## src/rtl/csa_block_serial_adder.sv

```systemverilog
// csa_block_serial_adder: serial carry-skip adder, one BLOCK-bit slice per cycle; clk/rst, a/b/cin in via in_valid/in_ready, sum/cout/skip_count out via out_valid/out_ready
module csa_block_serial_adder #(
  parameter int WIDTH = 16,
  parameter int BLOCK = 4,
  localparam int NBLK = WIDTH / BLOCK,
  localparam int CW = $clog2(NBLK + 1),
  localparam int BW = (NBLK > 1) ? $clog2(NBLK) : 1
) (
  input  logic             clk,
  input  logic             rst,
  input  logic             in_valid,
  output logic             in_ready,
  input  logic [WIDTH-1:0] a,
  input  logic [WIDTH-1:0] b,
  input  logic             cin,
  output logic             out_valid,
  input  logic             out_ready,
  output logic [WIDTH-1:0] sum,
  output logic             cout,
  output logic [CW-1:0]    skip_count
);
  typedef enum logic [1:0] {IDLE, RUN, DONE} state_t;
  state_t state, nxt;
  logic [WIDTH-1:0] a_r, b_r;
  logic carry;
  logic [BW-1:0] blk;
  logic [BLOCK-1:0] a_s, b_s, rs;
  logic rc, p, bco, last;
  always_ff @(posedge clk or posedge rst)
    if (rst) state <= IDLE;
    else state <= nxt;
  always_comb begin
    last = blk == BW'(NBLK - 1);
    nxt = state == IDLE ? (in_valid ? RUN : IDLE) :
          state == RUN  ? (last ? DONE : RUN) :
                          (out_ready ? IDLE : DONE);
  end
  always_comb begin
    in_ready = state == IDLE;
    out_valid = state == DONE;
  end
  always_comb begin
    a_s = BLOCK'(a_r >> (blk * BLOCK));
    b_s = BLOCK'(b_r >> (blk * BLOCK));
    {rc, rs} = {1'b0, a_s} + {1'b0, b_s} + {{BLOCK{1'b0}}, carry};
    p = &(a_s ^ b_s);
    bco = p ? carry : rc;
  end
  always_ff @(posedge clk or posedge rst)
    if (rst) begin
      a_r <= '0;
      b_r <= '0;
      carry <= 1'b0;
      blk <= '0;
      sum <= '0;
      cout <= 1'b0;
      skip_count <= '0;
    end else if (state == IDLE && in_valid) begin
      a_r <= a;
      b_r <= b;
      carry <= cin;
      blk <= '0;
      sum <= '0;
      skip_count <= '0;
    end else if (state == RUN) begin
      sum[blk*BLOCK +: BLOCK] <= rs;
      carry <= bco;
      skip_count <= skip_count + CW'(p);
      blk <= last ? blk : blk + 1'b1;
      cout <= last ? bco : cout;
    end
endmodule

```

## config.mk

```make
export PLATFORM = sky130hd
export DESIGN_NAME = csa_block_serial_adder
export DESIGN_NICKNAME = d
export VERILOG_FILES = /design/src/rtl/csa_block_serial_adder.sv
export SDC_FILE = /design/constraint.sdc
export NUM_CORES = 1
export LEC_CHECK = 0
export CORE_ASPECT_RATIO = 0.6
export CORE_MARGIN = 3
export CORE_UTILIZATION = 46
export CTS_CLUSTER_SIZE = 8
export DETAILED_ROUTE_END_ITERATION = 8
export HOLD_SLACK_MARGIN = 0.03
export PLACE_DENSITY = 0.74
export SYNTH_ARGS = -nofsm -noshare
export SYNTH_HDL_FRONTEND = slang
export SYNTH_SLANG_ARGS = --single-unit
export TNS_END_PERCENT = 20
```

## constraint.sdc

```tcl
create_clock -name clk -period 3 [get_ports clk]
set_clock_uncertainty 0.2 [all_clocks]
set_input_delay 0.3 -clock clk [delete_from_list [all_inputs] [get_ports clk]]
set_output_delay 0.3 -clock clk [all_outputs]
set_load 0.005 [all_outputs]
```

==> flow_summary.toml <==
[floorplanning]
die_y_um = 67.04
die_w_um = 107.7
core.rowCount = 21
io_pins = 59
coreArea_mm2 = 0.005781
die_area_mm2 = 0.007222
start_util_pct = 49.42

[drt]
remaining_drc_errors = 0
routed_wl_mm = 5.716
vias = 1867
wl_per_cell_um = 16.57
via_per_inst = 5.412
dr.pass1.iters = 4
ant_nets = 0
drt_iter0_drc = 38

[timing]
fin_crit_ns = 2.924
slew_headroom_pct = 54.96
finalHoldViolCount = 0
setup_viol = 0
fin_crit_sh_pct = 97.47
worst_pin_slew_ns = 0.6756
max_freq_ghz = 0.3420
rsz0062_at_grt = "yes"
fin_setup_tns_ns = 0
slew_viol_final = 0
worst_slack_ns = 0.07577

[global_route]
globalRouteOverflowTotal = 0
grt_usage_pct = 18.27
grt_pass1_vias = 1907
grt_max_degree = 38
antenna_found_initial = 0
grt_pass1_wl_mm = 9.756

[layout]
diodes = 0
finalInstanceArea_mm2 = 0.003731
fill_cells = 458
drive_gt1_share_pct = 14.34
area_delta_synth_final_pct = 30.62
postLayoutCoreUtil_pct = 64.55
final_nets = 309

[synth]
synthArstFlopShare_pct = 100.0
ys.flop_type = "dfrtp_1"
syn_area_mm2 = 0.002856
syn_inst = 197
synth-seq-cells = 57
netlist_top_cells_area = "dfrtp_1 50%, mux2_1 9.9%, mux4_1 7.4%, ha_1 4.4%, a22o_1 3.7%"
synth_top_cells_by_count = "57 x dfrtp_1, 25 x mux2_1, 12 x a22o_1, 12 x nand2_1, 10 x ha_1"
synth_most_common_cell = "dfrtp_1"
seq_area_frac_synth_pct = 49.93
synth_edf_count = 0
avgSynthCellArea_um2 = 14.50
syn_nets = 246
synth_top_area_share_pct = 49.93
yosysWarnings = 0
netlist-cell-type-count = 37
synth_top_cell_by_area = "dfrtp_1"

[critical_path]
cpLargestDelayFamily = "adder cells"
crit_top_cell = "fa_1"
r2r_slack_ns = 0.08
reg2reg_depth = 6
setup.worst_path.start_class = "flip-flop"
crit_required_ns = 3.02
cp.buffers_inverters = 0
path_depth = 6
criticalPathCategory = "reg2reg"
end_kind = "flip-flop"
worstPathMaxFanout = 6
cp_slowest_cell = "mux4_1"
path_cells = "mux4_1 -> fa_1 -> fa_1 -> a21o_1 -> a211oi_2 -> o211ai_1"
cp.arrival_ns = 2.94
max_stage_delay_ns = 0.63

[cts]
holdBufCountCts = 0
htree_levels = 3
cts.sinks = 57
cts.path.max_buffers = 2
numCtsBuffers = 9
cts-root-buf = "clkbuf_8"
cts_tree = "yes"
clkLatencyLatePin_ns = 0.34
cts.clk_slew.worst_paths_ns = 0.06

[pwr]
clkPwrFrac_pct = 18.4
powerDensity_mw_per_mm2 = 1152
totalPowerFinal_w = 0.004297
p_leak_nw = 1.618
power_switching_w = 0.001652
p_comb_share_pct = 50.3
seqPwrFrac_pct = 31.3
switching_share_pct = 38.44
worst_ir_drop_vdd_uv = 436.4
internal_power_w = 0.002645

[status]
status = "completed"

[placement]
routabilityCongestion = 0.8925
place_hpwl_mm = 4.335
dpl_cell_area_mm2 = 0.003490
post-place-ws_ns = 0.03705
portBuffers = 58

[flow_run]
maxCapViolCount = 0

[hold_path]
hp-class = "in2async"
[placed cells by master, fill, tap and decap left out, types with 3 or more instances in the layout]
master / instances
nor2_1: 7
a32o_1: 4
a21o_1: 6
clkbuf_8: 10
ha_1: 9
nand3b_1: 3
clkdlybuf4s50_1: 58
nand2b_1: 3
a22o_1: 12
nand2_1: 12
mux2_2: 7
o21ai_0: 5
mux2_1: 25
inv_1: 4
mux4_1: 8
dfrtp_1: 56
[worst register-to-register path: cells and delay by family (launching register included)]
kind            cells  cell delay, ns
flops               1            0.44
fa+ha+maj           2            0.89
compound gates      3            0.63
mux                 1            0.63
[timing repair]
action | in CTS | in global routing
endpoints found under the setup margin | 0 | 3
setup buffers | 0 | 0
gates resized for setup | 0 | 3
[metrics by stage]
step | hold slack, ns | cells
global placement | 0.2671 | 329
floorplan | 0.1964 | 197
global route | 0.2270 | 345
CTS | 0.1857 | 345
finish | 0.1619 | 345
detailed placement | 0.2757 | 329
[power groups by stage]
stage / Combinational [W] / Sequential (W) / Clock, W
4_1_cts: 0.00210 / 0.00135 / 0.000804
3_3_place_gp: 0.00202 / 0.00136 / 0
3_5_place_dp: 0.00208 / 0.00136 / 0
5_1_grt: 0.00236 / 0.00140 / 0.000850
6_report: 0.00216 / 0.00135 / 0.000790
2_1_floorplan: 0.00156 / 0.00124 / 0
[path summary, 6_finish.rpt]
check | start | to
max in group asynchronous | rst | blk[0]
min in group clk | b_r[5] | b_r[5]
max reg2reg | blk[0] | carry
min reg2reg | b_r[5] | b_r[5]
min | rst | sum[0]
max | blk[0] | carry
[final cells by class]
cell class | count | area, um^2 | share of cell area [%]
sequential | 57 | 1428 | 38.26
multi-input combinational | 125 | 1338 | 35.85
timing repair buffer | 62 | 626.9 | 16.80
clock buffer | 11 | 141.4 | 3.789
tap | 80 | 100.1 | 2.683
clock inverter | 5 | 78.83 | 2.113
inverter | 5 | 18.77 | 0.5030
[sequential cells by signal, indices dropped and copies added, names as in the netlist]
register	cells
sum	16
b_r	16
state	2
cout	1
blk	2
skip_count	3
carry	1
a_r	16
[cell families after synthesis]
group / after synthesis / synth area share [%]
XOR/XNOR: 3 / 0.9200
adder cells (fa/ha/maj): 12 / 5.782
AO/OA/AOI/OAI: 34 / 9.242
flip-flops: 57 / 49.93
buffers and inverters: 15 / 3.854
AND/OR/NAND/NOR: 36 / 10.29
multiplexers: 40 / 19.97
[routing by layer]
layer | up-vias | track usage (%) | wire length, um
met3 | 12 | 8.132 | 356
li1 | 865 | - | -
met5 | - | 0 | 0
met2 | 52 | 25.54 | 2395
met1 | 938 | 24.88 | 2844
met4 | 0 | 6.772 | 119
Power figures use the tool's default switching activity.
